===== src/rtl/riscv_cpu_pkg.sv =====
// Shared types for the RISC-V pipeline: widths, memory control, stage
// bundles and the memory-stage FSM state encoding.
package riscv_cpu_pkg;

  localparam int unsigned DATA_WIDTH     = 32;
  localparam int unsigned REG_ADDR_WIDTH = 5;
  localparam int unsigned BE_WIDTH       = DATA_WIDTH / 8;

  // Access size encoding carried in mem_ctl_t.mem_size
  typedef enum logic [1:0] {
    MEM_B = 2'b00,
    MEM_H = 2'b01,
    MEM_W = 2'b10
  } mem_size_e;

  typedef struct packed {
    logic      mem_req;
    logic      mem_we;
    mem_size_e mem_size;
    logic      mem_sign_ext;
  } mem_ctl_t;

  typedef struct packed {
    logic reg_write;
    logic mem_to_reg;
  } wb_ctl_t;

  typedef struct packed {
    logic [DATA_WIDTH-1:0]     pc;
    logic [DATA_WIDTH-1:0]     branch_addr;
    logic [DATA_WIDTH-1:0]     mem_wdata;
    logic [REG_ADDR_WIDTH-1:0] dest_reg;
    logic [DATA_WIDTH-1:0]     alu_result;
  } ex2mem_t;

  typedef struct packed {
    logic [DATA_WIDTH-1:0]     pc;
    logic [DATA_WIDTH-1:0]     alu_result;
    logic [DATA_WIDTH-1:0]     mem_rdata;
    logic [REG_ADDR_WIDTH-1:0] dest_reg;
  } mem2wb_t;

  typedef enum logic [1:0] {
    MS_IDLE = 2'b00,
    MS_REQ  = 2'b01,
    MS_WAIT = 2'b10
  } mem_state_e;

endpackage


===== src/rtl/mem_stage_lsu_align.sv =====
// lsu_align: combinational lane steering for the data-memory port.
//   Store side: byte enables and lane-replicated write data from size/offset.
//   Load side : extracts byte/half from the read word and sign/zero-extends.
// Ports:
//   i_st_size, i_st_off, i_st_we, i_st_wdata -> o_be, o_wdata
//   i_ld_size, i_ld_off, i_ld_sign, i_rdata  -> o_ld_data
module lsu_align
  import riscv_cpu_pkg::*;
(
  input  mem_size_e             i_st_size,
  input  logic [1:0]            i_st_off,
  input  logic                  i_st_we,
  input  logic [DATA_WIDTH-1:0] i_st_wdata,
  output logic [BE_WIDTH-1:0]   o_be,
  output logic [DATA_WIDTH-1:0] o_wdata,
  input  mem_size_e             i_ld_size,
  input  logic [1:0]            i_ld_off,
  input  logic                  i_ld_sign,
  input  logic [DATA_WIDTH-1:0] i_rdata,
  output logic [DATA_WIDTH-1:0] o_ld_data
);

  logic [7:0]  w_ld_byte;
  logic [15:0] w_ld_half;

  // Store lanes; halfwords ignore off[0], words ignore the offset entirely
  always_comb begin
    o_be    = 4'b1111;
    o_wdata = '0;
    if (i_st_we) begin
      case (i_st_size)
        MEM_B: begin
          o_be    = 4'(4'b0001 << i_st_off);
          o_wdata = {4{i_st_wdata[7:0]}};
        end
        MEM_H: begin
          o_be    = 4'(4'b0011 << {i_st_off[1], 1'b0});
          o_wdata = {2{i_st_wdata[15:0]}};
        end
        default: begin
          o_be    = 4'b1111;
          o_wdata = i_st_wdata;
        end
      endcase
    end
  end

  assign w_ld_byte = 8'(i_rdata >> {i_ld_off, 3'b000});
  assign w_ld_half = 16'(i_rdata >> {i_ld_off[1], 4'b0000});

  // Load extraction and extension
  always_comb begin
    o_ld_data = i_rdata;
    case (i_ld_size)
      MEM_B:   o_ld_data = {{24{i_ld_sign & w_ld_byte[7]}}, w_ld_byte};
      MEM_H:   o_ld_data = {{16{i_ld_sign & w_ld_half[15]}}, w_ld_half};
      default: o_ld_data = i_rdata;
    endcase
  end

endmodule


===== src/rtl/mem_stage.sv =====
// mem_stage: pipeline stage after execute. Runs at most one data-memory
// access over a req/gnt/rvalid port, aligns store/load data and registers
// the MEM->WB bundle. stall_o freezes upstream while an access is open.
// Ports:
//   clk_i, rst_ni (async, active low)
//   mem_ctl_i, wb_ctl_i, mem_pipeline_i : EX->MEM bundle and control
//   stall_o                             : freeze IF/ID/EX
//   data_req_o/gnt_i/addr_o/we_o/be_o/wdata_o/rvalid_i/rdata_i : memory port
//   wb_ctl_o, wb_pipeline_o             : registered MEM->WB bundle
//   misaligned_o                        : registered misaligned-access flag
// Build option: MEM_MISALIGN_CHECK_EN enables misaligned SH/SW detection;
// when undefined the low address bits are ignored and misaligned_o stays 0.
module mem_stage
  import riscv_cpu_pkg::*;
(
  input  logic                  clk_i,
  input  logic                  rst_ni,
  input  mem_ctl_t              mem_ctl_i,
  input  wb_ctl_t               wb_ctl_i,
  input  ex2mem_t               mem_pipeline_i,
  output logic                  stall_o,
  output logic                  data_req_o,
  input  logic                  data_gnt_i,
  output logic [DATA_WIDTH-1:0] data_addr_o,
  output logic                  data_we_o,
  output logic [BE_WIDTH-1:0]   data_be_o,
  output logic [DATA_WIDTH-1:0] data_wdata_o,
  input  logic                  data_rvalid_i,
  input  logic [DATA_WIDTH-1:0] data_rdata_i,
  output wb_ctl_t               wb_ctl_o,
  output mem2wb_t               wb_pipeline_o,
  output logic                  misaligned_o
);

  mem_state_e r_state;
  logic [1:0] r_off;
  mem_size_e  r_size;
  logic       r_sign;
  logic       r_we;
  wb_ctl_t    r_wb_ctl;
  mem2wb_t    r_wb_pipe;
  logic       r_misaligned;

  logic                  w_misaligned;
  logic                  w_issue;
  logic                  w_req;
  logic                  w_stall;
  logic                  w_ld_capture;
  logic [BE_WIDTH-1:0]   w_be;
  logic [DATA_WIDTH-1:0] w_wdata;
  logic [DATA_WIDTH-1:0] w_ld_data;
  logic [DATA_WIDTH-1:0] w_addr;
  logic                  w_unused_branch;

  assign w_addr = mem_pipeline_i.alu_result;

  // Branch target is not consumed in this stage
  assign w_unused_branch = ^mem_pipeline_i.branch_addr;

`ifdef MEM_MISALIGN_CHECK_EN
  assign w_misaligned = (r_state == MS_IDLE) & mem_ctl_i.mem_req &
                        (((mem_ctl_i.mem_size == MEM_H) & w_addr[0]) |
                         ((mem_ctl_i.mem_size == MEM_W) & (w_addr[1:0] != 2'b00)));
`else
  assign w_misaligned = 1'b0;
`endif

  // Request is driven combinationally from IDLE so an immediate grant costs no cycle
  assign w_issue = (r_state == MS_IDLE) & mem_ctl_i.mem_req & ~w_misaligned;
  assign w_req   = w_issue | (r_state == MS_REQ);

  // Stall covers the whole access except the cycle rvalid is sampled
  assign w_stall      = w_req | ((r_state == MS_WAIT) & ~data_rvalid_i);
  assign w_ld_capture = (r_state == MS_WAIT) & ~r_we;

  lsu_align u_lsu_align (
    .i_st_size  (mem_ctl_i.mem_size),
    .i_st_off   (w_addr[1:0]),
    .i_st_we    (mem_ctl_i.mem_we),
    .i_st_wdata (mem_pipeline_i.mem_wdata),
    .o_be       (w_be),
    .o_wdata    (w_wdata),
    .i_ld_size  (r_size),
    .i_ld_off   (r_off),
    .i_ld_sign  (r_sign),
    .i_rdata    (data_rdata_i),
    .o_ld_data  (w_ld_data)
  );

  // Memory port is quiet (all zero) whenever no request is presented
  assign data_req_o   = w_req;
  assign data_addr_o  = w_req ? {w_addr[DATA_WIDTH-1:2], 2'b00} : '0;
  assign data_we_o    = w_req & mem_ctl_i.mem_we;
  assign data_be_o    = w_req ? w_be : '0;
  assign data_wdata_o = w_req ? w_wdata : '0;
  assign stall_o      = w_stall;

  assign wb_ctl_o      = r_wb_ctl;
  assign wb_pipeline_o = r_wb_pipe;
  assign misaligned_o  = r_misaligned;

  // Access FSM, grant-time capture of load shaping, and WB registers
  always_ff @(posedge clk_i or negedge rst_ni) begin
    if (!rst_ni) begin
      r_state      <= MS_IDLE;
      r_off        <= 2'b00;
      r_size       <= MEM_B;
      r_sign       <= 1'b0;
      r_we         <= 1'b0;
      r_wb_ctl     <= '0;
      r_wb_pipe    <= '0;
      r_misaligned <= 1'b0;
    end else begin
      case (r_state)
        MS_IDLE: if (w_issue)       r_state <= data_gnt_i ? MS_WAIT : MS_REQ;
        MS_REQ:  if (data_gnt_i)    r_state <= MS_WAIT;
        MS_WAIT: if (data_rvalid_i) r_state <= MS_IDLE;
        default:                    r_state <= MS_IDLE;
      endcase

      if (w_req & data_gnt_i) begin
        r_off  <= w_addr[1:0];
        r_size <= mem_ctl_i.mem_size;
        r_sign <= mem_ctl_i.mem_sign_ext;
        r_we   <= mem_ctl_i.mem_we;
      end

      if (w_stall) begin
        r_wb_ctl     <= '0;
        r_wb_pipe    <= '0;
        r_misaligned <= 1'b0;
      end else begin
        r_wb_ctl.reg_write       <= wb_ctl_i.reg_write & ~w_misaligned;
        r_wb_ctl.mem_to_reg      <= wb_ctl_i.mem_to_reg;
        r_wb_pipe.pc             <= mem_pipeline_i.pc;
        r_wb_pipe.alu_result     <= mem_pipeline_i.alu_result;
        r_wb_pipe.dest_reg       <= mem_pipeline_i.dest_reg;
        r_wb_pipe.mem_rdata      <= w_ld_capture ? w_ld_data : '0;
        r_misaligned             <= w_misaligned;
      end
    end
  end

endmodule


===== config.mk =====
export PLATFORM = sky130hd
export DESIGN_NAME = mem_stage
export DESIGN_NICKNAME = d
export VERILOG_FILES = /design/src/rtl/riscv_cpu_pkg.sv /design/src/rtl/mem_stage_lsu_align.sv /design/src/rtl/mem_stage.sv
export SDC_FILE = /design/constraint.sdc
export NUM_CORES = 1
export LEC_CHECK = 0
export ABC_AREA = 0
export BUFFER_PORTS_ARGS = -buffer_cell sky130_fd_sc_hd__clkbuf_2
export CAP_MARGIN = 40
export CELL_PAD_IN_SITES_DETAIL_PLACEMENT = 1
export CELL_PAD_IN_SITES_GLOBAL_PLACEMENT = 1
export CORE_MARGIN = 5
export CORE_UTILIZATION = 31
export CTS_CLUSTER_DIAMETER = 120
export DETAILED_ROUTE_END_ITERATION = 8
export GPL_TIMING_DRIVEN = 0
export HOLD_SLACK_MARGIN = 0.08
export MAX_ROUTING_LAYER = met4
export PLACE_DENSITY = 0.95
export SLEW_MARGIN = 20
export SYNTH_ARGS = -nofsm -noshare
export SYNTH_HDL_FRONTEND = slang
export SYNTH_SLANG_ARGS = --single-unit

===== constraint.sdc =====
create_clock -name clk_i -period 3.27 [get_ports clk_i]
set_input_delay 0.4905 -clock clk_i [delete_from_list [all_inputs] [get_ports clk_i]]
set_output_delay 0.4905 -clock clk_i [all_outputs]
set_load 0.02 [all_outputs]

==> results of run 1 <==
## sequential cells by signal (all words and copies together) (netlist names)
| register | flops |
|---|---|
| wb_ctl_o | 2 |
| r_off | 2 |
| wb_pipeline_o | 101 |
| r_state | 2 |
| r_we | 1 |
| r_sign | 1 |
| r_size | 2 |
## cells by family after synthesis
kind of cell	share of synthesized area (%)
mux	6.66
flops	56.0
compound gates	9.33
buf+inv	4.97
simple gates	23.0
other cells	0.0756
## power by group
group	switching (W)	internal (W)
combinational	0.000842	0.000441
sequential	0.0000660	0.00152
clock	0.000548	0.000621
## timing repair
action,in CTS,in global routing
endpoints found under the hold margin,18,0
setup endpoints to repair,0,0
hold buffers,1,0
## through the flow
step / instances / setup slack, ns
2_1_floorplan: 485 / 1.17
3_3_place_gp: 1015 / 0.201
3_5_place_dp: 1016 / 0.678
4_1_cts: 1033 / 0.515
5_1_grt: 1034 / 0.389
6_report: 1034 / 0.563
## Yosys cell counts, types with 2 or more instances
cell and count:
dfrtp_1 111, nor2b_1 2, buf_4 4, a21oi_1 27, and2_1 31, buf_2 8
mux2i_1 17, nand2_1 65, inv_1 13, a22oi_1 7, and3_1 79, clkbuf_1 30
nor3_1 2, a221oi_2 7, mux2_2 13, o21ai_0 16, nor2_1 30
## area by class of cell
cell class,instances,area [um^2]
multi-input combinational,317,1940
clock buffer,9,225
clock inverter,7,100
timing repair buffer,316,1620
inverter,13,48.8
buffer,44,198
tap,216,270
antenna,1,2.50
fill,1924,8590
sequential,111,2780
## per-layer routing
layer | vias to the layer above | part of all wire (%)
met1 | 2475 | 38
met3 | 44 | 5.4
met4 | 0 | 3.2
li1 | 2291 | -
met5 | - | 0
met2 | 227 | 53
## worst max path at each step
stage	endpoint	slack, ns	depth (start not counted)
finish	data_addr_o[18]	0.56	7
global route	data_addr_o[18]	0.39	7
CTS	data_addr_o[12]	0.51	7
detailed placement	data_addr_o[13]	0.68	9
global placement	wb_pipeline_o[42]$_DFF_PN0_	0.20	1
floorplan	data_wdata_o[13]	1.17	7
## worst reg2reg max path, stage by stage (launching register included)
cell and delay (ns):
dfrtp_1 0.38, nor2_1 0.08, or2_1 0.10, clkbuf_1 0.25, clkbuf_1 0.35, clkbuf_1 0.36
and3_1 0.25
==> flow_summary.ini, run 1 <==
[status]
outcome = finished, final reports clean

[grt]
grtUsageMet2_pct = 40.6
globalRouteMet3Util_pct = 3.16
grt_use_met1_pct = 24.9
antenna_found_initial = 1
grt_usage_pct = 22.5
grt_max_degree = 94
grt-busiest-layer = met2
grt_overflow = 0
grt_pass1_wl_um = 30700
grt_pass1_vias = 5515

[synthesis]
async_flop_share_pct = 100
synth_top_cells_by_area = dfrtp_1 (56%), and3_1 (10%), nand2_1 (4.9%), and2_1 (3.9%), mux2i_1 (3.4%)
yosysSeqAreaShare_pct = 56.0
syn_inst = 483
synth_cell_types = 38
synth_edf_count = 0
synth_top_area_share_pct = 56.0
synth_area_um2 = 4960
ys_ff_latch = 111
syn_area_per_cell_um2 = 10.3
yosys_warnings = 0
synth_top_area_cell = dfrtp_1
ys.flop_type = dfrtp_1

[sta]
finalCritPeriodShare_pct = 82.8
setup_tns_ns = 0
post-route-min-period_ns = 2.71
report.final.setup_viol = 0
finClkSkew_ns = 0.0157
hold_violations = 0
slew-limit-headroom_pct = 58.5
holdWs_ns = 0.316
rsz0062_at_grt = false
slew_viol_final = 0
worstMarginPinSlew_ns = 0.622
timing.fmax_ghz = 0.369

[final_layout]
area_growth_syn_to_layout_pct = 44.8
drive_gt1_share_pct = 45.5
postLayoutCoreUtil_pct = 45.5
design_area_um2 = 7180
layout_commonest_cell = clkbuf_2
nets = 988
final_cell_mix = clkbuf_2 (313), dfrtp_1 (111), and3_1 (79), nand2_1 (65), and2_1 (31)

[cts]
cts_setup_buffers = 0
cts_resized = 0
numCtsBuffers = 9
cts_buffer_depth = 2
path_clk_slew_ns = 0.07
tritoncts = built
cts_root_buf = clkbuf_16
insertion_delay_ns = 0.35
htree_levels = 3
cts.sinks = 111

[power_and_ir_drop]
p_leak_nw = 4.20
power.total_w = 0.00403
ir_drop_uv = 282
power_density_nw_per_um2 = 562

[placement]
dp_hpwl_um = 17100
port_buffers = 314
gp_congestion = 0.888
place_area_um2 = 6850

[worst_hold_path]
whs_endpoint = r_state[0]$_DFFE_PN0P_
min_path_cells = 2
hp-class = in -> reg
worstHoldStart = data_gnt_i

[worst_setup_path]
worstSetupStartpointType = flip-flop
worstPathMaxFanout = 10
critPathMaxStageDelay_ns = 0.39
path_common_cell = clkbuf_1
cp.arrival_ns = 2.22
r2r-start = r_state[0]$_DFFE_PN0P_
reg2regPathDepth = 6
reg2reg_setup_slack_ns = 1.45
worstSetupStartpoint = r_state[1]$_DFFE_PN0P_
crit_family = buffers and inverters
slowest_stage = dfrtp_1
reg2reg_to = wb_pipeline_o[75]$_DFF_PN0_
crit_type = reg -> out
cp_cell_sequence = or2_1, clkbuf_1, inv_1, buf_2, clkbuf_1, and2_1, clkbuf_2
critPathRequiredTime_ns = 2.78
cp_num_buf_inv = 5
end_kind = output port

[drt]
drt-total-wl_um = 20700
via_per_inst = 4.87
drt_first_pass_iters = 5
vias = 5037
antenna_left = 0
dr.first_iter.drc_count = 185
drcViolationCount = 0
wl_per_cell_um = 20.0

[floorplanning]
pin_count = 351
fp.dieW_um = 136
rows = 46
initial_core_util_pct = 31.5
fp.dieArea_um2 = 18600
core_um2 = 15800
die_h_um = 136

[run]
drv_cap = 0
Note: power is estimated with default switching activity, not from simulation.
==> inputs of run 2 (changes only) <==
ABC_AREA = 1   (was 0)
CORE_UTILIZATION = 25   (was 31)
PLACE_DENSITY = 0.87   (was 0.95)
clock period = 2.33 ns   (was 3.27 ns; I/O delays follow)
==> run 2 against run 1 <==
Die area up 24%; first-iteration DRC count unchanged; clock-buffer cell count up 1; via count up 2.9%; clock power up 27%; core utilization down 8.5 points; non-clock buffer count down 16; highest routed layer unchanged; critical endpoint is now stall_o; largest cell class unchanged; combinational power up 55%; final cell count up 17%; register-to-register slack worse by 0.72 ns.
==> flow_summary.ini, run 2 <==
[run]
drv_cap = 0

[placement]
dpl.cell_count = 1195
place_area_um2 = 6970
port_buffers = 314
gp_congestion = 0.849
dp_hpwl_um = 16200

[final_layout]
drive_gt1_share_pct = 40.5
largest_reg_flops = 101
nets = 1118
layout_commonest_cell = clkbuf_2
design_area_um2 = 7270
regArea_um2 = 2780
area_growth_syn_to_layout_pct = 44.7
final_cell_mix = clkbuf_2 (316), nor2_1 (164), dfrtp_1 (111), inv_1 (99), nand2_1 (94)
fillers = 2512
multiInputGateArea_um2 = 1680
fin_cells = 1212
diodes = 0
postLayoutCoreUtil_pct = 37.1

[grt]
antenna_found_initial = 0
grt_overflow = 0
grt_pass1_wl_um = 28800
grt_max_degree = 75
grt_usage_pct = 16.9
grt_pass1_vias = 5623

[drt]
vias = 5182
drcViolationCount = 0
drt-total-wl_um = 19500
wl_per_cell_um = 16.1
dr.first_iter.drc_count = 185
drt_first_pass_iters = 4
via_per_inst = 4.28
antenna_left = 0

[worst_setup_path]
end_kind = output port
r2r-start = r_state[0]$_DFFE_PN0P_
worstSetupStartpoint = r_state[0]$_DFFE_PN0P_
crit_type = reg -> out
worstPathMaxFanout = 10
worstSetupStartpointType = flip-flop
cp.arrival_ns = 1.84
critPathRequiredTime_ns = 1.98

[power_and_ir_drop]
swShare_pct = 38.6
ir_drop_uv = 303
pwr-share-comb_pct = 34.9
power.total_w = 0.00571
power_frac_seq_pct = 39.1
clock_power_share_pct = 26.0
p_int_w = 0.00351
p_leak_nw = 4.47
power_switching_w = 0.00220
power_density_nw_per_um2 = 786

[floorplanning]
fp.dieArea_um2 = 23000
die_h_um = 152
pin_count = 351
fp.dieW_um = 152
initial_core_util_pct = 25.6
core_um2 = 19600
rows = 51

[cts]
htree_levels = 3
cts_root_buf = clkbuf_16
insertion_delay_ns = 0.36
cts_buffer_depth = 2
numCtsBuffers = 9
cts.sinks = 111
cts_setup_buffers = 0
path_clk_slew_ns = 0.08
tritoncts = built

[worst_hold_path]
hp-class = in -> reg
worstHoldStart = mem_pipeline_i[36]

[synthesis]
synth_top_area_cell = dfrtp_1
yosysSeqAreaShare_pct = 55.3
yosys_warnings = 0
async_flop_share_pct = 100
synth_edf_count = 0
ys.flop_type = dfrtp_1
syn_area_per_cell_um2 = 8.19
synth_top_cells_by_area = dfrtp_1 (55%), nor2_1 (12%), inv_1 (7.4%), nand2_1 (7.1%), a21oi_1 (3.7%)
syn_inst = 613
yosysMostFrequentCell = nor2_1
synth_area_um2 = 5020
synth_top_area_share_pct = 55.3
ys_ff_latch = 111
synth_commonest_cells = nor2_1 (164), dfrtp_1 (111), inv_1 (99)
synth_cell_types = 29

[sta]
rsz0062_at_grt = false
worstMarginPinSlew_ns = 0.588
post-route-min-period_ns = 2.19
slew-limit-headroom_pct = 60.8
setup_tns_ns = 0
finalCritPeriodShare_pct = 93.9
slew_viol_final = 0
finClkSkew_ns = 0.0113
timing.fmax_ghz = 0.457
hold_violations = 0
report.final.setup_viol = 0

[status]
outcome = finished, final reports clean
run 2: cell count changes after synthesis, moves of 8 or more:
cell,previous run,this run
nor2_1,30,164
clkbuf_1,30,11
nand3_1,0,9
and3_1,79,0
nor2_4,0,11
o21ai_0,16,8
mux2i_1,17,0
inv_1,13,99
a21oi_1,27,37
nand2_1,65,95
mux2_2,13,0
o21ai_1,0,9
and2_1,31,0
run 2: cell type report:
cell class | count | area share, %
Sequential cell | 111 | 38.2
Multi-Input combinational cell | 368 | 23.1
Timing Repair Buffer | 316 | 22.3
Inverter | 108 | 5.79
Tap cell | 265 | 4.56
Clock buffer | 10 | 3.15
Buffer | 28 | 2.31
Clock inverter | 6 | 0.637
run 2: metal layers:
| metal | global-route usage [%] | up-vias | part of all wire (%) |
|---|---|---|---|
| li1 | - | 2473 | - |
| met1 | 18.4 | 2465 | 39 |
| met4 | 4.63 | 0 | 1.9 |
| met5 | - | - | 0 |
| met2 | 31.0 | 217 | 53 |
| met3 | 3.90 | 27 | 6.5 |
run 2: logic make-up (layout without fill, tap and decap cells):
logic type             after synthesis  count (layout)  synth area share [%]
other                                1               3                0.0747
flip-flops                         111             111                  55.3
AND/OR/NAND/NOR                    296             296                  25.6
buffers and inverters              136             468                  11.6
AO/OA/AOI/OAI                       69              69                  7.43
run 2: timing repair:
item                                    4_1_cts  5_1_grt
hold endpoints to repair                     37        0
resized for setup                             5        2
pin swaps                                     0        0
endpoints found under the setup margin       12        6
hold buffers                                  1        0
run 2: worst max-delay path: stages, from the launching register on:
cell and delay, ns:
dfrtp_1 0.38, inv_1 0.06, nand2_1 0.05, or2_1 0.19
buf_2 0.15, nand2_2 0.22, buf_4 0.24, clkbuf_2 0.19
run 2: path summary, 6_finish.rpt:
check                      slack, ns                     endpoint  cells past startpoint
max                             0.14                      stall_o                      7
min                             0.18   wb_pipeline_o[4]$_DFF_PN0_                      3
max reg2reg                     0.73  wb_pipeline_o[28]$_DFF_PN0_                      8
min reg2reg                     0.52             r_we$_DFFE_PN0P_                      2
max in group asynchronous       1.17  wb_pipeline_o[84]$_DFF_PN0_                      3
min in group asynchronous       0.50  wb_pipeline_o[15]$_DFF_PN0_                      2
run 2: metrics by stage:
stage,setup slack (ns),hold slack (ns)
after floorplan,0.320,0.0539
after global placement,-0.712,0.478
after detailed placement,0.202,0.297
after CTS,0.0677,0.156
after global routing,0.00198,0.153
final,0.142,0.176
run 2: power by group through the flow:
stage / Combinational (W) / Sequential, W / Clock [W]
after CTS: 0.00203 / 0.00224 / 0.00154
after detailed placement: 0.00201 / 0.00227 / 0
after global routing: 0.00217 / 0.00226 / 0.00164
after floorplan: 0.000953 / 0.00252 / 0
final: 0.00199 / 0.00223 / 0.00149
after global placement: 0.00195 / 0.00226 / 0
